$ cat config.mk
export PLATFORM = sky130hd
export DESIGN_NAME = sdpram_burst_reader
export DESIGN_NICKNAME = d
export VERILOG_FILES = /design/src/rtl/sdpram_burst_reader.sv
export SDC_FILE = /design/constraint.sdc
export NUM_CORES = 1
export LEC_CHECK = 0
export CORE_MARGIN = 5
export CORE_UTILIZATION = 56
export CTS_CLUSTER_SIZE = 12
export DETAILED_ROUTE_END_ITERATION = 10
export GPL_TIMING_DRIVEN = 0
export PLACE_DENSITY_LB_ADDON = 0.3
export SYNTH_ARGS = -nofsm -noshare
export SYNTH_HDL_FRONTEND = slang
export SYNTH_SLANG_ARGS = --single-unit
$ cat constraint.sdc
create_clock -name clk -period 4.1 [get_ports clk]
set_input_delay 0.82 -clock clk [delete_from_list [all_inputs] [get_ports clk]]
set_output_delay 0.82 -clock clk [all_outputs]
set_load 0.02 [all_outputs]
$ cat src/rtl/sdpram_burst_reader.sv
// Burst read master for a simple dual-port RAM: sequential port-B reads,
// latency absorption and a credit-limited valid/ready output stream.
module sdpram_burst_reader #(
    parameter int RAM_WIDTH    = 8,
    parameter int RAM_DEPTH    = 128,
    parameter int RAM_DWIDTH   = $clog2(RAM_DEPTH),
    parameter int READ_LATENCY = 1
) (
    input  logic                  clk,
    input  logic                  rst,
    input  logic                  initial_done,
    input  logic                  cmd_valid,
    output logic                  cmd_ready,
    input  logic [RAM_DWIDTH-1:0] cmd_addr,
    input  logic [RAM_DWIDTH:0]   cmd_len,
    output logic [RAM_DWIDTH-1:0] addrb,
    output logic                  enb,
    input  logic [RAM_WIDTH-1:0]  doutb,
    output logic                  m_valid,
    input  logic                  m_ready,
    output logic [RAM_WIDTH-1:0]  m_data,
    output logic                  m_last,
    output logic                  busy
);

    localparam int BUF_DEPTH = READ_LATENCY + 2;
    localparam int CW        = $clog2(BUF_DEPTH + 1);
    localparam int PW        = $clog2(BUF_DEPTH);
    localparam logic [CW:0]   BUF_LIM = (CW+1)'(BUF_DEPTH);
    localparam logic [PW-1:0] PTR_TOP = PW'(BUF_DEPTH - 1);

    typedef enum logic [1:0] {
        WAIT_INIT,
        IDLE,
        ISSUE,
        DRAIN
    } state_t;

    state_t state, state_n;

    logic [RAM_DWIDTH-1:0]   addr_q;
    logic [RAM_DWIDTH:0]     rem_q;
    logic [CW-1:0]           inflight_q;
    logic [CW-1:0]           count_q;
    logic [READ_LATENCY-1:0] vld_sr;
    logic [READ_LATENCY-1:0] last_sr;
    logic [RAM_WIDTH-1:0]    mem_d [BUF_DEPTH];
    logic                    mem_l [BUF_DEPTH];
    logic [PW-1:0]           wr_ptr;
    logic [PW-1:0]           rd_ptr;

    logic cmd_fire;
    logic issue;
    logic issue_last;
    logic cap;
    logic cap_last;
    logic pop;

    assign cmd_fire   = cmd_valid & cmd_ready & (state == IDLE);
    // A read may only launch if its word is guaranteed a buffer slot.
    assign issue      = (state == ISSUE) &&
                        (({1'b0, inflight_q} + {1'b0, count_q}) < BUF_LIM);
    assign issue_last = issue && (rem_q == (RAM_DWIDTH+1)'(1));
    assign cap        = vld_sr[READ_LATENCY-1];
    assign cap_last   = last_sr[READ_LATENCY-1];
    assign pop        = m_valid & m_ready;

    assign enb     = issue;
    assign addrb   = addr_q;
    assign busy    = (state == ISSUE) || (state == DRAIN);
    assign m_valid = (count_q != '0);
    assign m_data  = mem_d[rd_ptr];
    assign m_last  = mem_l[rd_ptr];

    always_comb begin
        state_n = state;
        unique case (state)
            WAIT_INIT: if (initial_done) state_n = IDLE;
            IDLE:      if (cmd_fire && (cmd_len != '0)) state_n = ISSUE;
            ISSUE:     if (issue_last) state_n = DRAIN;
            DRAIN:     if (pop && m_last) state_n = IDLE;
            default:   state_n = WAIT_INIT;
        endcase
    end

    always_ff @(posedge clk or negedge rst) begin
        if (!rst) begin
            state     <= WAIT_INIT;
            cmd_ready <= 1'b0;
        end else begin
            state     <= state_n;
            cmd_ready <= (state_n == IDLE);
        end
    end

    always_ff @(posedge clk or negedge rst) begin
        if (!rst) begin
            addr_q <= '0;
            rem_q  <= '0;
        end else if (cmd_fire) begin
            addr_q <= cmd_addr;
            rem_q  <= cmd_len;
        end else if (issue) begin
            addr_q <= addr_q + 1'b1;
            rem_q  <= rem_q - 1'b1;
        end
    end

    // Read tracking: the tap lines up with doutb for each issued read.
    always_ff @(posedge clk or negedge rst) begin
        if (!rst) begin
            vld_sr     <= '0;
            last_sr    <= '0;
            inflight_q <= '0;
            count_q    <= '0;
        end else begin
            vld_sr     <= (vld_sr << 1) | READ_LATENCY'(issue);
            last_sr    <= (last_sr << 1) | READ_LATENCY'(issue_last);
            inflight_q <= inflight_q + CW'(issue) - CW'(cap);
            count_q    <= count_q + CW'(cap) - CW'(pop);
        end
    end

    always_ff @(posedge clk or negedge rst) begin
        if (!rst) begin
            wr_ptr <= '0;
            rd_ptr <= '0;
            for (int i = 0; i < BUF_DEPTH; i++) begin
                mem_d[i] <= '0;
                mem_l[i] <= 1'b0;
            end
        end else begin
            if (cap) begin
                mem_d[wr_ptr] <= doutb;
                mem_l[wr_ptr] <= cap_last;
                wr_ptr <= (wr_ptr == PTR_TOP) ? '0 : wr_ptr + 1'b1;
            end
            if (pop) begin
                rd_ptr <= (rd_ptr == PTR_TOP) ? '0 : rd_ptr + 1'b1;
            end
        end
    end

endmodule

==> results.rst, run 1 <==
.. list-table::
   :header-rows: 1

   * - Metric
     - Value
   * - Worst Tran Pin Value
     - 0.820 ns
   * - Non-filler cells in the finished layout
     - 341
   * - Top layer used by detailed routing
     - met4
   * - Io pins
     - 48
   * - Ratio of routed vias to standard cells
     - 5.72
   * - Share of layout cells above drive strength 1
     - 15.7%
   * - Synth unique cells
     - 43
   * - Area of placed instances
     - 3210 sq um
   * - Type of the worst min-delay path
     - input port to asynchronous set/reset pin
   * - Initial antenna violation count
     - 0
   * - Largest cells by area after synthesis
     - dfrtp_1 (52%), mux2_2 (12%), ha_1 (3.8%), mux2i_1 (3.4%), nand2_1 (3.2%)
   * - Dominant cell type by area after synthesis
     - dfrtp_1
   * - Post-route clock skew
     - 0.00481 ns
   * - Crit path kind
     - flop to output port
   * - # setup viols final
     - 0
   * - Slew Viols, Final
     - 0
   * - Setup TNS after final layout
     - 0 ns
   * - DRT met1 WL
     - 2.33 mm
   * - CTS tree
     - built
   * - Cell area after synthesis
     - 2660 sq um
   * - Iteration-0 DRC count of the detailed router
     - 106
   * - Mean instance size in the synthesized netlist
     - 11.5 sq um
   * - Horizontal die dimension
     - 78.9 um
   * - Pin count of the biggest net entering global routing
     - 38
   * - Final hold viol count
     - 0
   * - Count of max-cap constraint violations
     - 0
   * - Placed wire-length estimate after detailed placement
     - 4.14 mm
   * - Via count of the routed design
     - 1949
   * - Period utilisation layout
     - 88.3%
   * - Number of remaining DRC errors
     - 0
   * - FF+latch area
     - 1380 sq um
   * - Yosys reg bits
     - 55
   * - Critical path required time
     - 3.28 ns
   * - WL/cell
     - 16.3 um
   * - Peak supply drop
     - 0.463 mV
   * - Filler Cell Count
     - 350
   * - Site Rows
     - 25
   * - DRT Pass-1 Iters
     - 4
   * - Starting utilization of the core area
     - 57.1%
   * - Count of antenna-violating nets left after detailed routing
     - 0
   * - Top cell type's share of synthesized area
     - 51.7%
   * - Synth-to-Final Area Change
     - 24.8%
   * - Num CTS Buffers
     - 5
   * - Count of hold buffers inserted by post-cts repair
     - 0
   * - Area of the multi-input gates
     - 1210 sq um
   * - Critical Path End Type
     - output port
   * - Net count of the finished layout
     - 324
   * - Final instance area
     - 3320 sq um
   * - Port buffer count
     - 47
   * - Relative slew slack
     - 45.1%
   * - Total met3 wirelength after detailed routing
     - 313 um
   * - Vias in the first global route
     - 2094
   * - Arrival time at the worst endpoint
     - 2.80 ns
   * - Chip height
     - 78.9 um
   * - Instance count of the mapped netlist
     - 232
   * - PD cells
     - 735 nW/um^2
   * - Leakage
     - 1.42 nW
   * - Tot Pwr
     - 2.44 mW
   * - Core Box Area
     - 4660 sq um
   * - Antenna cell count
     - 0
   * - Critical path fanouts, max
     - 9
   * - Met2 routed WL
     - 2.85 mm
   * - Post-route minimum period
     - 3.62 ns
   * - Outcome
     - finished, final reports clean
   * - Total detailed-routing wirelength
     - 5.55 mm
   * - Postcts setup bufs
     - 0
   * - RSZ-0062 raised after global routing
     - no
   * - Timing-limited maximum frequency
     - 276 MHz
   * - Post-cts resize count
     - 0
   * - Final weighted congestion in routability-driven placement
     - 0.852
   * - Clock slew at the register clock pins of the worst setup and hold paths
     - 0.09 ns
   * - Global route overflow
     - 0
   * - First-pass GRT wire length
     - 9.72 mm
   * - CTS Buffer Depth
     - 2
   * - Worst hold slack across all endpoints
     - 0.457 ns
   * - Yosys synthesis warning count
     - 0
   * - DIE AREA
     - 6230 sq um
   * - Cell Count Post-Placement
     - 334
   * - GR Util All Layers
     - 19.5%
   * - Net count after synthesis
     - 269
   * - Sequential element share of the synthesized area
     - 51.7%
   * - Critical Path Source Type
     - flop
   * - Clock sink count
     - 55
   * - H-tree levels
     - 2
   * - Clk_lat worst skew
     - 0.30 ns
   * - Clock root buffer
     - clkbuf_8
critical path: stages, from the launching register on:
cell and delay [ns]:
dfrtp_1 0.43, ha_1 0.20, fa_1 0.41, nor3b_2 0.28, nand2_1 0.20, inv_1 0.29
clkdlybuf4s50_1 0.68
kinds of logic (layout without fill, tap and decap cells):
family | Yosys count | after routing | share of synthesized area, %
compound gates | 41 | 41 | 10.8
simple gates | 64 | 64 | 12.9
mux | 37 | 37 | 15.2
buf+inv | 20 | 75 | 2.82
xor+xnor | 6 | 6 | 1.98
fa+ha+maj | 9 | 9 | 4.52
flops | 55 | 55 | 51.7
cell usage after synthesis:
cell type and number:
or4_4 2, nor3b_1 1, mux2_2 28, or2_2 1, a211oi_1 1, a31oi_1 1, nand2_1 23, buf_1 1
nand4bb_1 1, a21oi_2 2, a22oi_1 1, nor4_1 4, clkbuf_1 7, nand4b_1 1, nor3b_2 1, o21ai_0 14
nand2b_1 3, inv_1 12, nand3b_1 1, nor3_1 2, a2bb2oi_1 1, or4_1 2, o311ai_0 2, xnor2_1 4
o22ai_1 1, o21bai_1 3, o211ai_1 1, ha_1 8, a21o_1 3, nor2b_1 1, xor2_1 2, a221o_1 7
or4_2 1, fa_1 1, nor3_2 1, nand3_1 6, and4b_1 1, nor2_1 11, or3_1 1, mux2i_1 9
o31ai_1 1, a21oi_1 3, dfrtp_1 55
report_power, final:
part | total, mW | internal, mW | switching [mW]
clock network | 0.347 | 0.179 | 0.168
logic | 1.16 | 0.577 | 0.580
registers | 0.937 | 0.768 | 0.169
total | 2.44 | 1.52 | 0.917
layer usage:
metal	GRT usage [%]	vias up
met5	0	-
met2	35.7	52
met3	4.31	6
met1	23.5	948
met4	3.95	0
li1	-	943
flip-flops by register name, indices dropped and copies added, names as in the netlist:
register and cells:
mem_d 24, rem_q 8, addrb 7, mem_l 3, count_q 2, inflight_q 2
rd_ptr 2, state 2, wr_ptr 2, cap 1, cap_last 1, cmd_ready 1
per-stage QoR:
step                worst slack, ns  utilization (%)
floorplan                      1.65                -
global placement              0.567             68.6
detailed placement            0.796             68.9
CTS                           0.460             71.2
global route                  0.366             71.2
finish                        0.478             71.2
final cells by class:
| class | instances | share of cell area, % |
|---|---|---|
| Buffer | 8 | 0.905 |
| Clock buffer | 5 | 2.07 |
| Clock inverter | 2 | 1.13 |
| Inverter | 12 | 1.36 |
| Multi-Input combinational cell | 157 | 36.4 |
| Sequential cell | 55 | 41.5 |
| Tap cell | 54 | 2.04 |
| Timing Repair Buffer | 48 | 14.6 |
final timing paths:
check | slack [ns] | endpoint | startpoint | depth (start not counted)
setup reg to reg | 1.70 | inflight_q[1] | count_q[0] | 8
setup / recovery | 0.48 | enb | count_q[0] | 6
hold / removal | 0.46 | mem_d[0] | rst | 1
max in group asynchronous | 3.10 | rem_q[7] | rst | 2
hold reg to reg | 0.51 | mem_d[8] | mem_d[8] | 1
min in group clk | 0.51 | mem_d[8] | mem_d[8] | 1
cells in the final DEF, fill, tap and decap left out, types with 4 or more instances in the layout:
cell type        Yosys  routed
ha_1                 8       8
a221o_1              7       7
nand3_1              6       6
mux2_2              28      28
clkbuf_1             7       7
clkdlybuf4s50_1      0      46
xnor2_1              4       4
nand2_1             23      23
dfrtp_1             55      55
inv_1               12      12
nor2_1              11      11
mux2i_1              9       9
nor4_1               4       4
o21ai_0             14      14
clkbuf_8             0       5
Power figures use the tool's default switching activity.
==> run 2, diff against run 1 <==
Settings changed: CORE_UTILIZATION 56 to 58, CTS_BUF_LIST set to sky130_fd_sc_hd__clkbuf_4.
==> results.rst, run 2 (synthesis results as in run 1) <==
.. list-table::
   :header-rows: 1

   * - Metric
     - Value
   * - Setup slack, reg-to-reg
     - 1.70 ns
   * - RSZ-0062 raised after global routing
     - no
   * - Port buffer count
     - 47
   * - WL/cell
     - 15.8 um
   * - Via count of the routed design
     - 1986
   * - # setup viols final
     - 0
   * - Largest stage delay on the critical path
     - 0.66 ns
   * - Vias in the first global route
     - 1939
   * - Count of hold buffers inserted by post-cts repair
     - 0
   * - Clock slew at the register clock pins of the worst setup and hold paths
     - 0.14 ns
   * - Iteration-0 DRC count of the detailed router
     - 139
   * - Internal portion of total power
     - 1.42 mW
   * - CTS Buffer Depth
     - 2
   * - Total detailed-routing wirelength
     - 5.36 mm
   * - Ratio of routed vias to standard cells
     - 5.84
   * - DIE AREA
     - 6040 sq um
   * - Proportion of total power due to net switching
     - 39.2%
   * - Site Rows
     - 24
   * - Placed wire-length estimate after detailed placement
     - 4.02 mm
   * - Worst Tran Pin Value
     - 0.834 ns
   * - GR Util All Layers
     - 18.8%
   * - Clock sink count
     - 55
   * - Slew Viols, Final
     - 0
   * - Critical Path Source Type
     - flop
   * - Chip height
     - 77.7 um
   * - Total met3 wirelength after detailed routing
     - 333 um
   * - CTS tree
     - built
   * - Endpoint of the worst register-to-register path
     - inflight_q[1]
   * - Leakage
     - 1.40 nW
   * - Slowest stage cell, crit path
     - clkdlybuf4s50_1
   * - Type of the worst min-delay path
     - input port to asynchronous set/reset pin
   * - Top layer used by detailed routing
     - met4
   * - Setup TNS after final layout
     - 0 ns
   * - Met2 routed WL
     - 2.41 mm
   * - Outcome
     - finished, final reports clean
   * - PD cells
     - 712 nW/um^2
   * - Global route overflow
     - 0
   * - Critical Path, Cell by Cell
     - ha_1, fa_1, nor3b_2, nand2_1, inv_1, clkdlybuf4s50_1
   * - Timing-limited maximum frequency
     - 270 MHz
   * - Pin count of the biggest net entering global routing
     - 36
   * - Io pins
     - 48
   * - Postcts setup bufs
     - 0
   * - Period utilisation layout
     - 90.4%
   * - Arrival time at the worst endpoint
     - 2.89 ns
   * - Clk_lat worst skew
     - 0.38 ns
   * - DRT Pass-1 Iters
     - 5
   * - Filler Cell Count
     - 319
   * - Most common cell after layout, fill and taps aside
     - dfrtp_1
   * - Count of max-cap constraint violations
     - 0
   * - H-tree levels
     - 2
   * - Initial antenna violation count
     - 0
   * - Critical path fanouts, max
     - 9
   * - Final weighted congestion in routability-driven placement
     - 0.787
   * - Clock power share
     - 10.2%
   * - Combinational share of power
     - 49.8%
   * - Relative slew slack
     - 44.1%
   * - Relative contribution of sequential cells to total power
     - 40.0%
   * - Clock root buffer
     - clkbuf_4
   * - Worst hold slack across all endpoints
     - 0.375 ns
   * - Crit path kind
     - flop to output port
   * - Starting utilization of the core area
     - 60.3%
   * - Critical path required time
     - 3.28 ns
   * - Peak supply drop
     - 0.414 mV
   * - Critical Path End Type
     - output port
   * - FF-to-FF Start
     - count_q[0]
   * - Net count of the finished layout
     - 324
   * - Antenna cell count
     - 0
   * - Synth-to-Final Area Change
     - 22.9%
   * - Largest register by flop count
     - mem_d
   * - First-pass GRT wire length
     - 9.22 mm
   * - Worst Reg-to-Reg Cells
     - 8
   * - Post-route minimum period
     - 3.71 ns
   * - Most used cells in the layout excluding fill and tap cells
     - dfrtp_1 (55), clkdlybuf4s50_1 (46), mux2_2 (28)
   * - Count of antenna-violating nets left after detailed routing
     - 0
   * - Final hold viol count
     - 0
   * - DRT met1 WL
     - 2.56 mm
   * - Net switching power
     - 0.911 mW
   * - Post-route clock skew
     - 0.00899 ns
   * - Post-cts resize count
     - 0
   * - Horizontal die dimension
     - 77.7 um
   * - Num CTS Buffers
     - 5
   * - Number of remaining DRC errors
     - 0
   * - Flip-flop count of the largest register after layout
     - 24
   * - Share of layout cells above drive strength 1
     - 16.0%
   * - Core Box Area
     - 4410 sq um
[run 2: changes by cell type in the layout (fill, tap and decap cells not counted), sizes merged]
| cell | change |
|---|---|
| bufinv | -1 |
| clkbuf | +1 |
| clkinv | +1 |
[run 2: stage by stage]
stage | worst slack, ns | instances | power (mW) | area [sq um] | utilization, %
floorplan | 1.65 | 232 | 1.69 | 2660 | -
finish | 0.394 | 340 | 2.33 | 3270 | 74.0
global route | 0.179 | 340 | 2.51 | 3270 | 74.0
global placement | 0.571 | 331 | 2.05 | 3200 | 72.4
CTS | 0.394 | 340 | 2.34 | 3270 | 74.0
detailed placement | 0.835 | 332 | 2.10 | 3210 | 72.7
[run 2: power groups by stage]
stage          clock (mW)  sequential (mW)  combinational [mW]
2_1_floorplan           0            0.923               0.763
3_5_place_dp            0            0.942                1.16
4_1_cts             0.245            0.930                1.17
3_3_place_gp            0            0.929                1.13
5_1_grt             0.268            0.962                1.28
6_report            0.238            0.931                1.16
[run 2: area by class of cell]
type,instances,area [sq um],area share (%)
clock inverters,2,12.5,0.383
well taps,52,65.1,1.99
flip-flops and latches,55,1380,42.1
plain buffers,8,30.0,0.919
clock buffers,6,45.0,1.38
inverters,12,45.0,1.38
multi-input cells,157,1210,37.0
repair buffers,48,485,14.9
[run 2: metal layers]
metal | global-route usage (%) | vias up
met5 | 0 | -
met1 | 27.6 | 973
li1 | - | 948
met4 | 4.64 | 0
met3 | 4.17 | 6
met2 | 28.3 | 59
[run 2: worst max-delay path by stage]
| stage | startpoint | end | slack [ns] | depth (start not counted) |
|---|---|---|---|---|
| 6_report | count_q[0] | enb | 0.39 | 6 |
| 5_1_grt | count_q[0] | enb | 0.18 | 6 |
| 4_1_cts | count_q[0] | enb | 0.39 | 6 |
| 3_5_place_dp | count_q[0] | enb | 0.84 | 6 |
| 3_3_place_gp | rst | mem_d[1] | 0.57 | 1 |
| 2_1_floorplan | count_q[0] | enb | 1.65 | 5 |
[run 2: worst max-delay path, delay by kind of cell (launching register included)]
family	cells	cell delay, ns
simple gates	2	0.51
flops	1	0.44
buf+inv	2	0.94
fa+ha+maj	2	0.62
==> run 3, diff against run 2 <==
Settings changed: CAP_MARGIN set to 20, CTS_CLUSTER_DIAMETER set to 120.
==> results.rst, run 3 (synthesis results as in run 1) <==
.. list-table::
   :header-rows: 1

   * - Metric
     - Value
   * - Number of remaining DRC errors
     - 0
   * - CP startpoint
     - count_q[0]
   * - PD cells
     - 712 nW/um^2
   * - Type of the worst min-delay path
     - input port to asynchronous set/reset pin
   * - Crit path kind
     - flop to output port
   * - Chip height
     - 77.7 um
   * - CTS tree
     - built
   * - GR Util All Layers
     - 18.8%
   * - Proportion of total power due to net switching
     - 39.2%
   * - Post-cts resize count
     - 0
   * - Global routing met2 resource utilization
     - 28.3%
   * - Antenna cell count
     - 0
   * - Core Box Area
     - 4410 sq um
   * - Flip-flop count of the largest register after layout
     - 24
   * - Io pins
     - 48
   * - Share of layout cells above drive strength 1
     - 16.0%
   * - Peak supply drop
     - 0.414 mV
   * - Combinational share of power
     - 49.8%
   * - RSZ-0062 raised after global routing
     - no
   * - Top Usage Layer GRT
     - met2
   * - H-tree levels
     - 2
   * - Critical path required time
     - 3.28 ns
   * - Timing-limited maximum frequency
     - 270 MHz
   * - Worst Tran Pin Value
     - 0.834 ns
   * - Area of placed instances
     - 3210 sq um
   * - Setup slack, reg-to-reg
     - 1.70 ns
   * - Most used cells in the layout excluding fill and tap cells
     - dfrtp_1 (55), clkdlybuf4s50_1 (46), mux2_2 (28)
   * - Internal portion of total power
     - 1.42 mW
   * - Most common cell after layout, fill and taps aside
     - dfrtp_1
   * - Starting utilization of the core area
     - 60.3%
   * - Vias in the first global route
     - 1939
   * - Iteration-0 DRC count of the detailed router
     - 139
   * - Clock power share
     - 10.2%
   * - GR Layer Usage met3
     - 4.17%
   * - Global routing usage on met1
     - 27.6%
   * - Ratio of routed vias to standard cells
     - 5.84
   * - Net switching power
     - 0.911 mW
   * - Post-route clock skew
     - 0.00899 ns
   * - Critical Path End Type
     - output port
   * - Period utilisation layout
     - 90.4%
   * - Tot Pwr
     - 2.33 mW
   * - Global route overflow
     - 0
   * - Setup TNS after final layout
     - 0 ns
   * - Port buffer count
     - 47
   * - Placed wire-length estimate after detailed placement
     - 4.02 mm
   * - Clock sink count
     - 55
   * - Synth-to-Final Area Change
     - 22.9%
   * - DRT Pass-1 Iters
     - 5
   * - Post-route minimum period
     - 3.71 ns
   * - Relative contribution of sequential cells to total power
     - 40.0%
   * - Worst hold slack across all endpoints
     - 0.375 ns
   * - Final setup margin
     - 0.394 ns
   * - Clock root buffer
     - clkbuf_4
   * - Relative slew slack
     - 44.1%
   * - Worst setup path end
     - enb
   * - Critical path fanouts, max
     - 9
   * - Slew Viols, Final
     - 0
   * - Count of max-cap constraint violations
     - 0
   * - Critical Path Source Type
     - flop
   * - Num CTS Buffers
     - 5
   * - WL/cell
     - 15.8 um
   * - Outcome
     - finished, final reports clean
   * - Count of antenna-violating nets left after detailed routing
     - 0
   * - Clk_lat worst skew
     - 0.38 ns
   * - Net count of the finished layout
     - 324
   * - Count of hold buffers inserted by post-cts repair
     - 0
   * - Pin count of the biggest net entering global routing
     - 36
   * - # setup viols final
     - 0
   * - FF-to-FF Start
     - count_q[0]
   * - Arrival time at the worst endpoint
     - 2.89 ns
   * - Site Rows
     - 24
   * - First-pass GRT wire length
     - 9.22 mm
   * - Initial antenna violation count
     - 0
   * - Horizontal die dimension
     - 77.7 um
   * - Clock slew at the register clock pins of the worst setup and hold paths
     - 0.14 ns
   * - Via count of the routed design
     - 1986
   * - CTS Buffer Depth
     - 2
   * - Leakage
     - 1.40 nW
   * - DIE AREA
     - 6040 sq um
   * - Worst Reg-to-Reg Cells
     - 8
   * - Final weighted congestion in routability-driven placement
     - 0.787
   * - Final instance area
     - 3270 sq um
   * - Endpoint of the worst register-to-register path
     - inflight_q[1]
   * - Largest register by flop count
     - mem_d
   * - Final hold viol count
     - 0
   * - Total detailed-routing wirelength
     - 5.36 mm
   * - Postcts setup bufs
     - 0
   * - Worst Setup Slack post-DPL
     - 0.835 ns
run 3: cell counts in the layout (fill, tap and decap cells not counted):
Identical to the previous run, type by type.
run 3: power groups by stage:
| stage | clock network [mW] | logic [mW] | registers [mW] |
|---|---|---|---|
| 2_1_floorplan | 0 | 0.763 | 0.923 |
| 3_3_place_gp | 0 | 1.13 | 0.929 |
| 3_5_place_dp | 0 | 1.16 | 0.942 |
| 4_1_cts | 0.245 | 1.17 | 0.930 |
| 5_1_grt | 0.268 | 1.28 | 0.962 |
| 6_report | 0.238 | 1.16 | 0.931 |
run 3: worst min path at each step:
stage | from | to | depth (start not counted)
after global routing | rst | rem_q[1] | 1
after CTS | rst | mem_d[7] | 1
after floorplan | cap | wr_ptr[1] | 1
after detailed placement | mem_d[7] | mem_d[7] | 1
after global placement | mem_d[6] | mem_d[6] | 1
final | rst | rem_q[0] | 1
run 3: metrics by stage:
stage | utilization (%) | cells
floorplan | - | 232
global placement | 72.4 | 331
detailed placement | 72.7 | 332
CTS | 74.0 | 340
global route | 74.0 | 340
finish | 74.0 | 340
run 3: layout make-up:
cell class              count  area [sq um]
flip-flops and latches     55          1380
multi-input cells         157          1210
fillers                   319          1150
repair buffers             48           485
well taps                  52          65.1
clock buffers               6          45.0
inverters                  12          45.0
plain buffers               8          30.0
clock inverters             2          12.5
run 3: metal layers:
| layer | vias to the layer above | part of all wire, % | wire, um |
|---|---|---|---|
| li1 | 948 | - | - |
| met1 | 973 | 48 | 2560 |
| met2 | 59 | 45 | 2410 |
| met3 | 6 | 6.2 | 333 |
| met4 | 0 | 1.1 | 58 |
| met5 | - | 0 | 0 |
run 3: critical path: stages, from the launching register on:
cell	delay [ns]
dfrtp_1	0.44
ha_1	0.21
fa_1	0.41
nor3b_2	0.30
nand2_1	0.21
inv_1	0.28
clkdlybuf4s50_1	0.66
